<file path="src/rtl/clk_pulse_gen.sv">
// clk_pulse_gen: programmable clock/pulse generator. Period and high time
// are counted in system-clock cycles. New settings are staged in a shadow
// register and only take effect at a period boundary, so no shortened high
// or low phase is ever produced.
//
// Parameter legality (2 <= DEF_PERIOD <= 2^CNT_W-1, 1 <= DEF_HIGH < DEF_PERIOD)
// is the integrator's responsibility; nothing here checks it at runtime.
//
// Config handshake: cfg_wr is a single-cycle strobe with no back-pressure.
// A legal write is always accepted into the shadow (last write wins). An
// illegal one is dropped and answered by a one-cycle cfg_err.
module clk_pulse_gen #(
  parameter int CNT_W      = 8,
  parameter int DEF_PERIOD = 10,
  parameter int DEF_HIGH   = 5
) (
  input  logic             clk,
  input  logic             rst,
  input  logic             en,
  input  logic             cfg_wr,
  input  logic [CNT_W-1:0] cfg_period,
  input  logic [CNT_W-1:0] cfg_high,
  output logic             clk_out,
  output logic             rise_pulse,
  output logic             fall_pulse,
  output logic             busy,
  output logic             cfg_pending,
  output logic             cfg_err
);

  typedef enum logic {
    IDLE = 1'b0,
    RUN  = 1'b1
  } state_t;

  state_t           state, state_nx;
  logic [CNT_W-1:0] ph, ph_nx;
  logic [CNT_W-1:0] act_period, act_period_nx;
  logic [CNT_W-1:0] act_high, act_high_nx;
  logic [CNT_W-1:0] shd_period, shd_period_nx;
  logic [CNT_W-1:0] shd_high, shd_high_nx;
  logic             pending_nx;
  logic             clk_out_nx, rise_nx, fall_nx, err_nx;
  logic             wr_valid;
  logic             wrap;
  logic             apply;

  // busy is a direct decode of the state register, so reset clears it at once.
  assign busy = (state == RUN);

  // State, counter, config and registered outputs; async reset returns to defaults.
  always_ff @(posedge clk or posedge rst) begin
    if (rst) begin
      state       <= IDLE;
      ph          <= '0;
      act_period  <= CNT_W'(DEF_PERIOD);
      act_high    <= CNT_W'(DEF_HIGH);
      shd_period  <= '0;
      shd_high    <= '0;
      cfg_pending <= 1'b0;
      clk_out     <= 1'b0;
      rise_pulse  <= 1'b0;
      fall_pulse  <= 1'b0;
      cfg_err     <= 1'b0;
    end else begin
      state       <= state_nx;
      ph          <= ph_nx;
      act_period  <= act_period_nx;
      act_high    <= act_high_nx;
      shd_period  <= shd_period_nx;
      shd_high    <= shd_high_nx;
      cfg_pending <= pending_nx;
      clk_out     <= clk_out_nx;
      rise_pulse  <= rise_nx;
      fall_pulse  <= fall_nx;
      cfg_err     <= err_nx;
    end
  end

  // Next-state, phase advance, shadow apply and next output values.
  always_comb begin
    state_nx      = state;
    ph_nx         = ph;
    act_period_nx = act_period;
    act_high_nx   = act_high;
    shd_period_nx = shd_period;
    shd_high_nx   = shd_high;
    pending_nx    = cfg_pending;
    clk_out_nx    = 1'b0;
    rise_nx       = 1'b0;
    fall_nx       = 1'b0;
    apply         = 1'b0;

    wr_valid = cfg_wr && (cfg_period >= CNT_W'(2)) && (cfg_high != '0) &&
               (cfg_high < cfg_period);
    err_nx   = cfg_wr && !wr_valid;
    wrap     = (ph == act_period - 1'b1);

    case (state)
      IDLE: begin
        // Nothing is running, so a staged config can go live right away.
        apply = cfg_pending;
        if (en) begin
          state_nx   = RUN;
          ph_nx      = '0;
          clk_out_nx = 1'b1;
          rise_nx    = 1'b1;
        end
      end
      RUN: begin
        if (wrap) begin
          // Period boundary: the only point where config changes or a stop lands.
          ph_nx = '0;
          apply = cfg_pending;
          if (!en) begin
            state_nx = IDLE;
          end else begin
            // High time is always >= 1, so phase 0 is high under any config.
            clk_out_nx = 1'b1;
            rise_nx    = 1'b1;
          end
        end else begin
          ph_nx      = ph + 1'b1;
          clk_out_nx = (ph_nx < act_high);
          fall_nx    = (ph_nx == act_high);
        end
      end
      default: begin
        state_nx = IDLE;
        ph_nx    = '0;
      end
    endcase

    if (apply) begin
      act_period_nx = shd_period;
      act_high_nx   = shd_high;
      pending_nx    = 1'b0;
    end

    // A write landing on the apply cycle is staged for the next boundary.
    if (wr_valid) begin
      shd_period_nx = cfg_period;
      shd_high_nx   = cfg_high;
      pending_nx    = 1'b1;
    end
  end

endmodule

</file>
<file path="config.mk">
export PLATFORM = sky130hd
export DESIGN_NAME = clk_pulse_gen
export DESIGN_NICKNAME = d
export VERILOG_FILES = /design/src/rtl/clk_pulse_gen.sv
export SDC_FILE = /design/constraint.sdc
export NUM_CORES = 1
export LEC_CHECK = 0
export ABC_AREA = 0
export BUFFER_PORTS_ARGS = -buffer_cell sky130_fd_sc_hd__buf_2
export CAP_MARGIN = 30
export CORE_AREA = 2 2 67 75
export DETAILED_ROUTE_END_ITERATION = 10
export DIE_AREA = 0 0 69 77
export GPL_TIMING_DRIVEN = 0
export PLACE_DENSITY = 0.74
export SETUP_SLACK_MARGIN = 0.15
export SYNTH_ARGS = -nofsm -noshare
export SYNTH_HDL_FRONTEND = slang
export SYNTH_SLANG_ARGS = --single-unit
</file>
<file path="constraint.sdc">
create_clock -name clk -period 3.5 [get_ports clk]
set_input_delay 0.35 -clock clk [delete_from_list [all_inputs] [get_ports clk]]
set_output_delay 0.35 -clock clk [all_outputs]
set_load 0.005 [all_outputs]
</file>
==> out/results.txt <==
After synthesis, the cell types taking the most area are dfrtp_1 (43%), ha_1 (8.7%), mux2_2 (7.4%). For the remaining antenna violation count, the log shows 0. The clock reaches the later pin of the worst-skew pair after 300 ps. By startpoint and endpoint, the worst setup path is classified as reg -> reg. At the end of routability-driven placement, the weighted congestion stood at 0.788.

Placeable core region: 4550 sq um. The y dimension of the die came out at 77 microns. In the routed layout, each cell is associated on average with a via count of 5.33.

Most heavily used metal layer in global routing: met2. The path with the worst hold slack has its endpoint at busy$_DFF_PP0_. The flow ran to the end, and the final reports show no timing, DRC or antenna violations. Across the VDD grid, the largest voltage drop is 0.392 mV. The most common cell in the netlist is dfrtp_1. The met2 track demand over resource in global routing is 30.0%, and the async set or reset register ratio after synthesis is 100%. Max-capacitance violation count: 0. The design draws 2.06 mW.

The post-synthesis cell type with the largest combined area is dfrtp_1. The tools report the cell leakage power as 1.31 nW. The critical register-to-register path startpoint is act_period[1]$_DFFE_PP1P_. The cell sitting at the root of the clock tree is a clkbuf_8. The number of levels in the clock H-tree is 2, and the largest net degree at the start of global routing is 46. The final layout net count is 296. The ratio of cells with drive above 1 in the final layout came out at 23.8%.

Setup repair after global routing left no endpoint under its margin. The path category of the worst min-delay check is in -> reg. The run gives 0 as the post-detailed-route DRC marker count.

The combined global-route utilization of all metal layers was 18.6%. The startpoint kind of the worst setup timing path was a flip-flop. The global-route wire length before repair is 7820 microns. The quantity of gates resized following cts came out at 0. On the final layout, the worst hold slack is 267 ps.

The clock skew after layout is 15.0 ps. In this run the deepest clock path goes through 2 buffers. The die covers 5310 sq um.

The endpoint identified for the worst register-to-register timing path is act_period[7]$_DFFE_PP0P_. Clock-pin slew was measured on the worst setup and hold paths at 90 ps. The logs give 0 for the number of pins exceeding their max-slew limit in the final report and 485 ps for the pre-CTS worst setup slack. Synthesis inferred 46 register bits. After global routing the overflow that remains totals 0. The maximum operating frequency is 0.334 GHz, and the sequential area share after synthesis is 47.5%. Counting instances, the worst hold path has a depth of 2. During I/O placement, the number of pins put on the boundary was 26.

The floorplan has 26 rows. The mapped cell area came out at 2440 sq um. Dividing the final minimum period by the clock period gives 85.4%. Transition at the pin with the smallest max-transition slack: 549 ps.

The final-report setup violation count was 0. The hold violation total from the final report is 0, and the critical path data arrival time is 3170 ps. Distinct cell type count of the synthesized netlist: 40.

For the number of antenna violations at the first check in global routing, the log shows 0. TritonCTS built the clock tree. The detailed-placement wirelength estimate came out at 3500 microns. Setup slack closes at 510 ps. The worst setup path is captured at a flip-flop.

Fraction of met1 tracks used by global routing: 23.8%. For the filler cell count in the final layout, the log shows 391. Along the worst path, the maximum fanout reaches 10.

Subtracting the final worst setup slack from the clock period gives 2990 ps. Counting instances in the post-synthesis netlist gives the leading cell types as dfrtp_1 (42), inv_1 (19), ha_1 (17). Cells fill 60.4% of the core in the end. In this run, CTS created clock tree buffers numbering 5. The run gives 262 as the number of nets produced by synthesis. The headroom to the max-slew limit was 63.0%.

The setup check on the worst reg-to-reg path leaves a slack of 510 ps. The number of antenna diodes in the final layout is 0. The required time of the critical path came out at 3680 ps.

The tools report the total detailed-routing wirelength as 4480 microns. The met3 capacity usage during global routing was 3.94%. Buffers placed on the I/O ports in this run total 25. The number of flops mapped to enable cells by yosys was 0. The Yosys step of the flow raised 0 warnings. The horizontal die dimension was 69 microns; the via count was 1684. After synthesis, the mean cell area works out to 10.8 sq um. In this run the biggest area consumer among cell types represents 43.1% of the synthesized area.

Dividing the detail-routed wire length by the instance count gives 14.2 microns. In the synthesized netlist, the number of instances is 225. The hold path startpoint was en.

Number of DRC markers in iteration 0: 85. The setup TNS after final layout was 0 ps; the power per cell area was 748 nW/um^2. The via count of the first global-routing pass is 1634, and the synthesis-to-layout area growth is 12.9%. Top flip-flop cell by instance count after synthesis: dfrtp_1. The first-pass iteration count of the detailed router came out at 4. For the total number of clock tree sinks, the log shows 46.

For the worst flop-to-flop path, the logic depth is 10. For this configuration, the core starts out at a cell density of 53.5%.
-- report_power, final --
group / switching [mW] / internal, mW / total (mW)
logic: 0.448 / 0.430 / 0.878
registers: 0.143 / 0.716 / 0.860
clock network: 0.179 / 0.140 / 0.319
total: 0.770 / 1.29 / 2.06
-- final cells by class --
cell class / count / area, sq um / area share [%]
buffer: 7 / 42.5 / 1.55
multi-input combinational: 153 / 1170 / 42.4
sequential: 46 / 1160 / 42.0
clock buffer: 5 / 68.8 / 2.50
timing repair buffer: 27 / 155 / 5.64
inverter: 19 / 71.3 / 2.59
tap: 56 / 70.1 / 2.55
clock inverter: 3 / 21.3 / 0.773
-- per-layer routing --
| layer | vias up | routed length, microns |
|---|---|---|
| met5 | - | 0 |
| met4 | 0 | 101 |
| met3 | 10 | 183 |
| met2 | 43 | 2160 |
| met1 | 787 | 2040 |
| li1 | 844 | - |
-- layout by cell type, fill, tap and decap left out, types with 2 or more instances in the layout --
| master | n |
|---|---|
| xnor2_1 | 8 |
| buf_2 | 26 |
| ha_1 | 17 |
| mux2_1 | 7 |
| o211ai_1 | 2 |
| a21o_1 | 4 |
| clkbuf_8 | 5 |
| o21ai_1 | 9 |
| nand3_1 | 13 |
| nor2_1 | 6 |
| nor4_1 | 3 |
| nand2_1 | 16 |
| dfstp_2 | 4 |
| xor2_1 | 7 |
| and2_1 | 3 |
| nor2b_1 | 2 |
| buf_4 | 2 |
| nand4_1 | 3 |
| nor3_1 | 2 |
| dfrtp_1 | 42 |
| o21ai_0 | 6 |
| nand2b_1 | 9 |
| mux2_2 | 16 |
| clkbuf_1 | 3 |
| a21oi_1 | 6 |
| inv_1 | 18 |
-- logic make-up (layout without fill, tap and decap cells) --
family                   after synthesis  count (layout)  synth area share, %
AO/OA/AOI/OAI                         35              35                 9.30
XOR/XNOR                              15              15                 5.39
adder cells (fa/ha/maj)               17              17                 8.73
buffers and inverters                 26              61                 4.67
flip-flops                            46              46                 47.5
multiplexers                          23              23                 10.6
AND/OR/NAND/NOR                       63              63                 13.8
-- worst max-delay path: stages (launching register included) --
cell,delay (ps)
dfstp_2,540
inv_1,50
ha_1,250
o21ba_1,210
a221oi_1,280
a41oi_1,90
o41ai_2,610
and2_1,200
buf_4,170
buf_6,150
mux2_1,320
-- timing repair --
item,4_1_cts,5_1_grt
endpoints found under the hold margin,1,0
buffers inserted,0,0
hold buffers,1,0
-- per-stage QoR --
stage / area [sq um] / instances
5_1_grt: 2750 / 316
4_1_cts: 2750 / 316
3_5_place_dp: 2650 / 307
3_3_place_gp: 2630 / 306
6_report: 2750 / 316
2_1_floorplan: 2440 / 225
-- state kept, by name, indices dropped and copies added, names as in the netlist --
name         count
act_period       8
cfg_pending      1
ph               8
shd_high         8
fall_pulse       1
cfg_err          1
rise_pulse       1
clk_out          1
busy             1
shd_period       8
act_high         8
-- worst max path at each step --
stage | end | depth (start not counted) | slack, ps | startpoint
2_1_floorplan | act_period[7]$_DFFE_PP0P_ | 10 | 870 | act_period[1]$_DFFE_PP1P_
3_3_place_gp | act_period[7]$_DFFE_PP0P_ | 10 | 520 | act_period[1]$_DFFE_PP1P_
3_5_place_dp | act_period[7]$_DFFE_PP0P_ | 10 | 490 | act_period[1]$_DFFE_PP1P_
4_1_cts | act_period[7]$_DFFE_PP0P_ | 10 | 470 | act_period[1]$_DFFE_PP1P_
5_1_grt | act_period[7]$_DFFE_PP0P_ | 10 | 260 | act_period[1]$_DFFE_PP1P_
6_report | act_period[7]$_DFFE_PP0P_ | 10 | 510 | act_period[1]$_DFFE_PP1P_
Power figures use the tool's default switching activity.
